## src/rtl/tag_valid_table.sv

```systemverilog
// tag_valid_table: DEPTH-entry tag/valid store with registered hit/miss
// lookups, fills, and a sequential invalidate-all sweep.
//
// Optional build macro TAG_VALID_TABLE_STATS_EN adds saturating 16-bit
// hit/miss counters (hit_cnt_o / miss_cnt_o) driven from lookup results.
//
// DEPTH must be a power of two (>= 2) and IDX_W must equal log2(DEPTH), so
// every index value addresses a real entry.
module tag_valid_table #(
    parameter int TAG_W = 3,
    parameter int DEPTH = 8,
    parameter int IDX_W = 3
) (
    input  logic             clk,
    input  logic             reset,

    // lookup request
    input  logic             lk_valid_i,
    input  logic [IDX_W-1:0] lk_idx_i,
    input  logic [TAG_W-1:0] lk_tag_i,

    // fill request
    input  logic             fill_valid_i,
    input  logic [IDX_W-1:0] fill_idx_i,
    input  logic [TAG_W-1:0] fill_tag_i,

    // invalidate-all sweep request
    input  logic             flush_req_i,

    output logic             fill_ready_o,
    output logic             flush_busy_o,
    output logic             res_valid_o,
    output logic             res_hit_o,
    output logic [IDX_W:0]   occupancy_o
`ifdef TAG_VALID_TABLE_STATS_EN
    ,
    output logic [15:0]      hit_cnt_o,
    output logic [15:0]      miss_cnt_o
`endif
);

    typedef enum logic {
        ST_IDLE  = 1'b0,
        ST_SWEEP = 1'b1
    } state_t;

    // ------------------------------------------------------------------
    // Storage and state
    // ------------------------------------------------------------------
    state_t             state_q;
    logic [IDX_W-1:0]   ptr_q;

    logic [DEPTH-1:0]   valid_q;
    logic [DEPTH-1:0]   valid_d;
    logic [TAG_W-1:0]   tag_q [DEPTH];

    logic [IDX_W:0]     occ_q;
    logic [IDX_W:0]     occ_d;

    logic               res_valid_q;
    logic               res_hit_q;

    // ------------------------------------------------------------------
    // Decoded control
    // ------------------------------------------------------------------
    logic               sweeping;
    logic               fill_fire;
    logic               occ_inc;
    logic               occ_dec;
    logic               lk_match;
    logic               res_hit_d;

    assign sweeping  = (state_q == ST_SWEEP);
    assign fill_fire = fill_valid_i && !sweeping;

    // A fill only grows the count when it lands on an invalid entry; the
    // sweep only shrinks it when the entry under the pointer was valid.
    // Fills are blocked during the sweep, so the two never coincide.
    assign occ_inc = fill_fire && !valid_q[fill_idx_i];
    assign occ_dec = sweeping  &&  valid_q[ptr_q];

    // Lookup compares against the pre-edge contents, which gives
    // read-before-write ordering against a same-cycle fill for free.
    assign lk_match  = valid_q[lk_idx_i] && (tag_q[lk_idx_i] == lk_tag_i);
    assign res_hit_d = lk_valid_i && !sweeping && lk_match;

    // Next-state of the valid vector: sweep clears the pointed entry,
    // otherwise an accepted fill sets its entry.
    always_comb begin
        valid_d = valid_q;
        for (int e = 0; e < DEPTH; e++) begin
            if (sweeping && (ptr_q == IDX_W'(e))) begin
                valid_d[e] = 1'b0;
            end else if (fill_fire && (fill_idx_i == IDX_W'(e))) begin
                valid_d[e] = 1'b1;
            end
        end
    end

    // Occupancy next-state; inc and dec are mutually exclusive so this
    // never leaves 0..DEPTH.
    always_comb begin
        occ_d = occ_q;
        if (occ_inc) begin
            occ_d = occ_q + (IDX_W+1)'(1);
        end else if (occ_dec) begin
            occ_d = occ_q - (IDX_W+1)'(1);
        end
    end

    // ------------------------------------------------------------------
    // Sequential logic
    // ------------------------------------------------------------------

    // Sweep FSM: IDLE waits for flush_req, SWEEP walks ptr over every entry
    // once (exactly DEPTH cycles) and ignores further flush requests.
    always_ff @(posedge clk) begin
        if (reset) begin
            state_q <= ST_IDLE;
            ptr_q   <= '0;
        end else begin
            case (state_q)
                ST_IDLE: begin
                    if (flush_req_i) begin
                        state_q <= ST_SWEEP;
                        ptr_q   <= '0;
                    end
                end
                ST_SWEEP: begin
                    ptr_q <= ptr_q + IDX_W'(1);
                    if (ptr_q == IDX_W'(DEPTH - 1)) begin
                        state_q <= ST_IDLE;
                    end
                end
                default: begin
                    state_q <= ST_IDLE;
                    ptr_q   <= '0;
                end
            endcase
        end
    end

    // Valid bits and occupancy: cleared by reset, otherwise take next-state.
    always_ff @(posedge clk) begin
        if (reset) begin
            valid_q <= '0;
            occ_q   <= '0;
        end else begin
            valid_q <= valid_d;
            occ_q   <= occ_d;
        end
    end

    // Tag array has no reset; its contents only matter under a valid bit.
    always_ff @(posedge clk) begin
        if (fill_fire) begin
            tag_q[fill_idx_i] <= fill_tag_i;
        end
    end

    // Lookup result register: one-cycle latency, hit gated by request.
    always_ff @(posedge clk) begin
        if (reset) begin
            res_valid_q <= 1'b0;
            res_hit_q   <= 1'b0;
        end else begin
            res_valid_q <= lk_valid_i;
            res_hit_q   <= res_hit_d;
        end
    end

`ifdef TAG_VALID_TABLE_STATS_EN
    logic [15:0] hit_cnt_q;
    logic [15:0] miss_cnt_q;

    // Saturating hit/miss counters sampled on each presented result;
    // only reset clears them, a flush leaves them alone.
    always_ff @(posedge clk) begin
        if (reset) begin
            hit_cnt_q  <= '0;
            miss_cnt_q <= '0;
        end else if (res_valid_q) begin
            if (res_hit_q) begin
                if (hit_cnt_q != 16'hFFFF) begin
                    hit_cnt_q <= hit_cnt_q + 16'd1;
                end
            end else begin
                if (miss_cnt_q != 16'hFFFF) begin
                    miss_cnt_q <= miss_cnt_q + 16'd1;
                end
            end
        end
    end

    assign hit_cnt_o  = hit_cnt_q;
    assign miss_cnt_o = miss_cnt_q;
`endif

    // ------------------------------------------------------------------
    // Outputs
    // ------------------------------------------------------------------
    assign flush_busy_o = sweeping;
    assign fill_ready_o = !sweeping;
    assign res_valid_o  = res_valid_q;
    assign res_hit_o    = res_hit_q;
    assign occupancy_o  = occ_q;

endmodule

```

## config.mk

```make
export PLATFORM = sky130hd
export DESIGN_NAME = tag_valid_table
export DESIGN_NICKNAME = d
export VERILOG_FILES = /design/src/rtl/tag_valid_table.sv
export SDC_FILE = /design/constraint.sdc
export NUM_CORES = 1
export LEC_CHECK = 0
export ABC_AREA = 1
export BUFFER_PORTS_ARGS = -buffer_cell sky130_fd_sc_hd__buf_2
export CAP_MARGIN = 0
export CELL_PAD_IN_SITES_DETAIL_PLACEMENT = 0
export CELL_PAD_IN_SITES_GLOBAL_PLACEMENT = 1
export CORE_ASPECT_RATIO = 1.1
export CORE_MARGIN = 1
export CORE_UTILIZATION = 35
export CTS_BUF_LIST = sky130_fd_sc_hd__clkbuf_8
export DETAILED_ROUTE_END_ITERATION = 16
export PLACE_DENSITY_LB_ADDON = 0.15
export SLEW_MARGIN = 20
export SYNTH_ARGS = -nofsm -noshare
export SYNTH_HDL_FRONTEND = slang
export SYNTH_SLANG_ARGS = --single-unit
```

## constraint.sdc

```tcl
create_clock -name clk -period 4.2 [get_ports clk]
set_clock_uncertainty 0.2 [all_clocks]
set_input_delay 0.63 -clock clk [delete_from_list [all_inputs] [get_ports clk]]
set_output_delay 0.63 -clock clk [all_outputs]
set_load 0.02 [all_outputs]
```

==> impl_summary.log <==
[metrics] effective utilization at floorplan: 37.2%
[metrics] layout filler cell count: 624
[metrics] Antenna Nets Post-Route: 0
[metrics] net switching fraction of the power: 27.3%
[metrics] maximum buffer depth of the clock tree: 2
[metrics] cell types occupying the most area after synthesis: sky130_fd_sc_hd__edfxtp_1 (33%), sky130_fd_sc_hd__dfxtp_1 (16%), sky130_fd_sc_hd__nand2_1 (13%), sky130_fd_sc_hd__inv_1 (6.3%), sky130_fd_sc_hd__nor2_1 (5.8%)
[metrics] Final Max Slew Viols: 0
[metrics] kind of critical path: primary input to flop
[metrics] standard cell with the maximum stage delay on the critical path: sky130_fd_sc_hd__ha_1
[metrics] endpoint class of the critical path: flop
[metrics] via density per instance: 4.55
[metrics] Max-Slew Margin vs Limit: 46.4%
[metrics] Max Freq: 446 MHz
[metrics] drt drc: 0
[metrics] worst slack at placement: ~1.7 ns
[metrics] Die Outline Area: 6600 sq um
[metrics] first-pass detailed-route iteration total: 4
[metrics] cell count after placement: ~370
[metrics] number of synthesis warnings: 0
[metrics] crit path launch type: primary input
[metrics] global route total overflow: 0
[metrics] Synth-to-Final Area Change: 11.4%
[metrics] total of buffers placed on input and output ports: 24
[metrics] GR Util All Layers: 16.0%
[metrics] Critical Path RT: 4.20 ns
[metrics] fraction of post-synthesis cell area in the top cell type by area: 32.8%
[metrics] antenna diode count: 0
[metrics] clk sinks: 42
[metrics] net count of the mapped netlist: between 300 and 400
[metrics] sequential group share of total power: a little under three fifths
[metrics] Leak Pwr: between 1 and 1.5 nW
[metrics] via count: 1734
[metrics] max cap viols: 0
[metrics] synth unique cells: 27
[metrics] fin crit share: 53.3%
[metrics] number of rows created at floorplan: 29
[metrics] Pwr Total: approximately 840 uW
[metrics] critical path, cell by cell: buf_2 -> inv_2 -> nand2_1 -> nand2_1 -> nand2_1 -> nand3_1 -> nand2_2 -> nand2_4 -> ha_1 -> nand2_1 -> nand2_1 -> a31oi_1 -> inv_1 -> nand3_1 -> nand3_1 -> nand2_1 -> nor2_1
[metrics] Vert. Die Dim: 85.1 um
[metrics] post-layout net count: 329
[metrics] area occupied by multi-input gates: slightly above 900 sq um
[metrics] number of setup violations in the final report: 0
[metrics] final core area utilization: 41.4%
[metrics] wire length per cell: 12.6 um
[metrics] first-pass GRT wire length: 7950 um
[metrics] Final WS setup: around 2 ns
[metrics] wirelength, routed: between 4000 and 5000 um
[metrics] number of flip-flops and latches in the synthesized netlist: between 40 and 50
[metrics] TritonCTS buffer count: 5
[metrics] fraction of the yosys area taken by sequential cells: 49.2%
[metrics] Clock power frac: 28.4%
[metrics] final weighted congestion in routability-driven placement: approximately 0.77
[metrics] clock input transition at the sequential cells of the worst setup and hold paths: approximately 0.080 ns
[metrics] worst hold slack: 0.308 ns
[metrics] pin count of the biggest net entering global routing: 24
[metrics] hold bufs inserted after CTS: 0
[metrics] Mapped Area: 2200 sq um
[metrics] count of H-tree levels built during CTS: 2
[metrics] Avg Synthesized Cell Area: roughly 7.9 sq um
[metrics] dpl cell area: 2370 sq um
[metrics] initial antenna violation count: 0
[metrics] Core Footprint: about 6000 sq um
[metrics] class of the worst hold path: flop to flop
[metrics] switching power of the nets: 229 uW
[metrics] setup repair after global routing missed its margin: false
[metrics] biggest area consumer among synthesized cells: sky130_fd_sc_hd__edfxtp_1
[metrics] Combinational Power Share: 16.4%
[metrics] post-route cell area: 2450 sq um
[metrics] via count of the first global-routing pass: 1643
[metrics] final hold viol count: 0
[metrics] post_cts resized: 0
[metrics] worst skew pair latency: 0.29 ns
[metrics] Post-Layout Cell Count: 381
[metrics] postcts setup bufs: 0
[metrics] time the final worst path needs with I/O delays and setup: 2.24 ns
[metrics] Clk Tree Root Cell: sky130_fd_sc_hd__clkbuf_8
[metrics] signal arrival time at the worst endpoint: 2.24 ns
[metrics] TritonCTS clock tree: yes
[metrics] placed wire-length estimate: 3670 um
[metrics] num ports: 25
[metrics] actual slew at the worst max-slew pin: 0.798 ns
[metrics] power density over cell area: 342 nW/um^2
[metrics] highest cell delay on the worst timing path: 0.33 ns
[metrics] Die W: 77.6 um
[metrics] Top cell by count, worst path: sky130_fd_sc_hd__nand2_1
[metrics] Syn Inst Count: 277
[metrics] run status: complete, no violations
[metrics] Seq. cell area: 1080 sq um
[metrics] Internal Dissipation: 609 uW
[metrics] setup TNS: 0 ns
[metrics] IR drop worst, VDD: about 0.15 mV
[metrics] fraction of final layout cells sized beyond drive strength 1: 14.8%
[metrics] worst-path maximum fanout: 9
[metrics] DR iter-0 viols: 46
==> state kept, by name (all words and copies together), names as in the netlist <==
name and flops:
tag_q 24, valid_q 8, occupancy_o 4, ptr_q 3, flush_busy_o 1, res_hit_o 1, res_valid_o 1
==> cells in the final DEF, fill, tap and decap left out, types with 4 or more instances in the layout <==
master	instances
sky130_fd_sc_hd__dfxtp_1	18
sky130_fd_sc_hd__inv_1	40
sky130_fd_sc_hd__nand3_1	21
sky130_fd_sc_hd__a21oi_1	11
sky130_fd_sc_hd__o21ai_0	13
sky130_fd_sc_hd__inv_2	7
sky130_fd_sc_hd__o21ai_1	4
sky130_fd_sc_hd__nor2_1	34
sky130_fd_sc_hd__nand2_1	78
sky130_fd_sc_hd__edfxtp_1	24
sky130_fd_sc_hd__buf_2	24
sky130_fd_sc_hd__clkbuf_8	5
sky130_fd_sc_hd__ha_1	8
==> critical path: cells and delay by family <==
kind                     cells  cell delay (ns)
AO/OA/AOI/OAI                1             0.17
AND/OR/NAND/NOR             12             0.81
buffers and inverters        3             0.32
adder cells (fa/ha/maj)      1             0.33
==> Yosys cell counts (all sizes together) <==
cell,n
nand2,82
inv,44
nor2,36
edfxtp,24
nand3,22
dfxtp,18
o21ai,17
a21oi,12
ha,8
buf,4
nor3,2
a211oi,1
a221oi,1
a31oi,1
clkbuf,1
fa,1
nand3b,1
or2,1
xnor2,1
==> kinds of logic (layout without fill, tap and decap cells) <==
logic type	after synthesis	in the layout	share of synthesized area, %
flops	42	42	49.2
compound gates	32	32	7.80
fa+ha+maj	9	9	5.46
simple gates	144	144	27.6
xor+xnor	1	1	0.398
buf+inv	49	76	9.56
==> path summary, 6_finish.rpt <==
| path | from | end | slack, ns | cells past startpoint |
|---|---|---|---|---|
| max | fill_idx_i[0] | occupancy_o[3] | 1.96 | 17 |
| min | occupancy_o[2] | occupancy_o[2] | 0.31 | 2 |
| max reg2reg | flush_busy_o | occupancy_o[3] | 1.98 | 15 |
| min reg2reg | occupancy_o[2] | occupancy_o[2] | 0.31 | 2 |
==> cell type report <==
| type | instances | share of cell area (%) |
|---|---|---|
| Tap cell | 77 | 3.93 |
| Timing Repair Buffer | 24 | 4.90 |
| Clock inverter | 3 | 0.460 |
| Multi-Input combinational cell | 186 | 37.0 |
| Sequential cell | 42 | 44.1 |
| Inverter | 44 | 6.74 |
| Clock buffer | 5 | 2.81 |
==> per-layer routing <==
metal / global-route usage [%] / up-vias / part of all wire (%)
met5: 0 / - / 0
met4: 6.17 / 0 / 1.5
met3: 3.23 / 7 / 3.1
met2: 28.5 / 27 / 50
met1: 18.8 / 770 / 45
li1: - / 930 / -
==> power groups by stage <==
stage	Combinational (mW)	Sequential (mW)	Clock [mW]
6_report	0.138	0.462	0.238
5_1_grt	0.157	0.465	0.263
4_1_cts	0.139	0.463	0.248
3_5_place_dp	0.138	0.472	0
3_3_place_gp	0.139	0.472	0
2_1_floorplan	0.0908	0.479	0
Power figures use the tool's default switching activity.
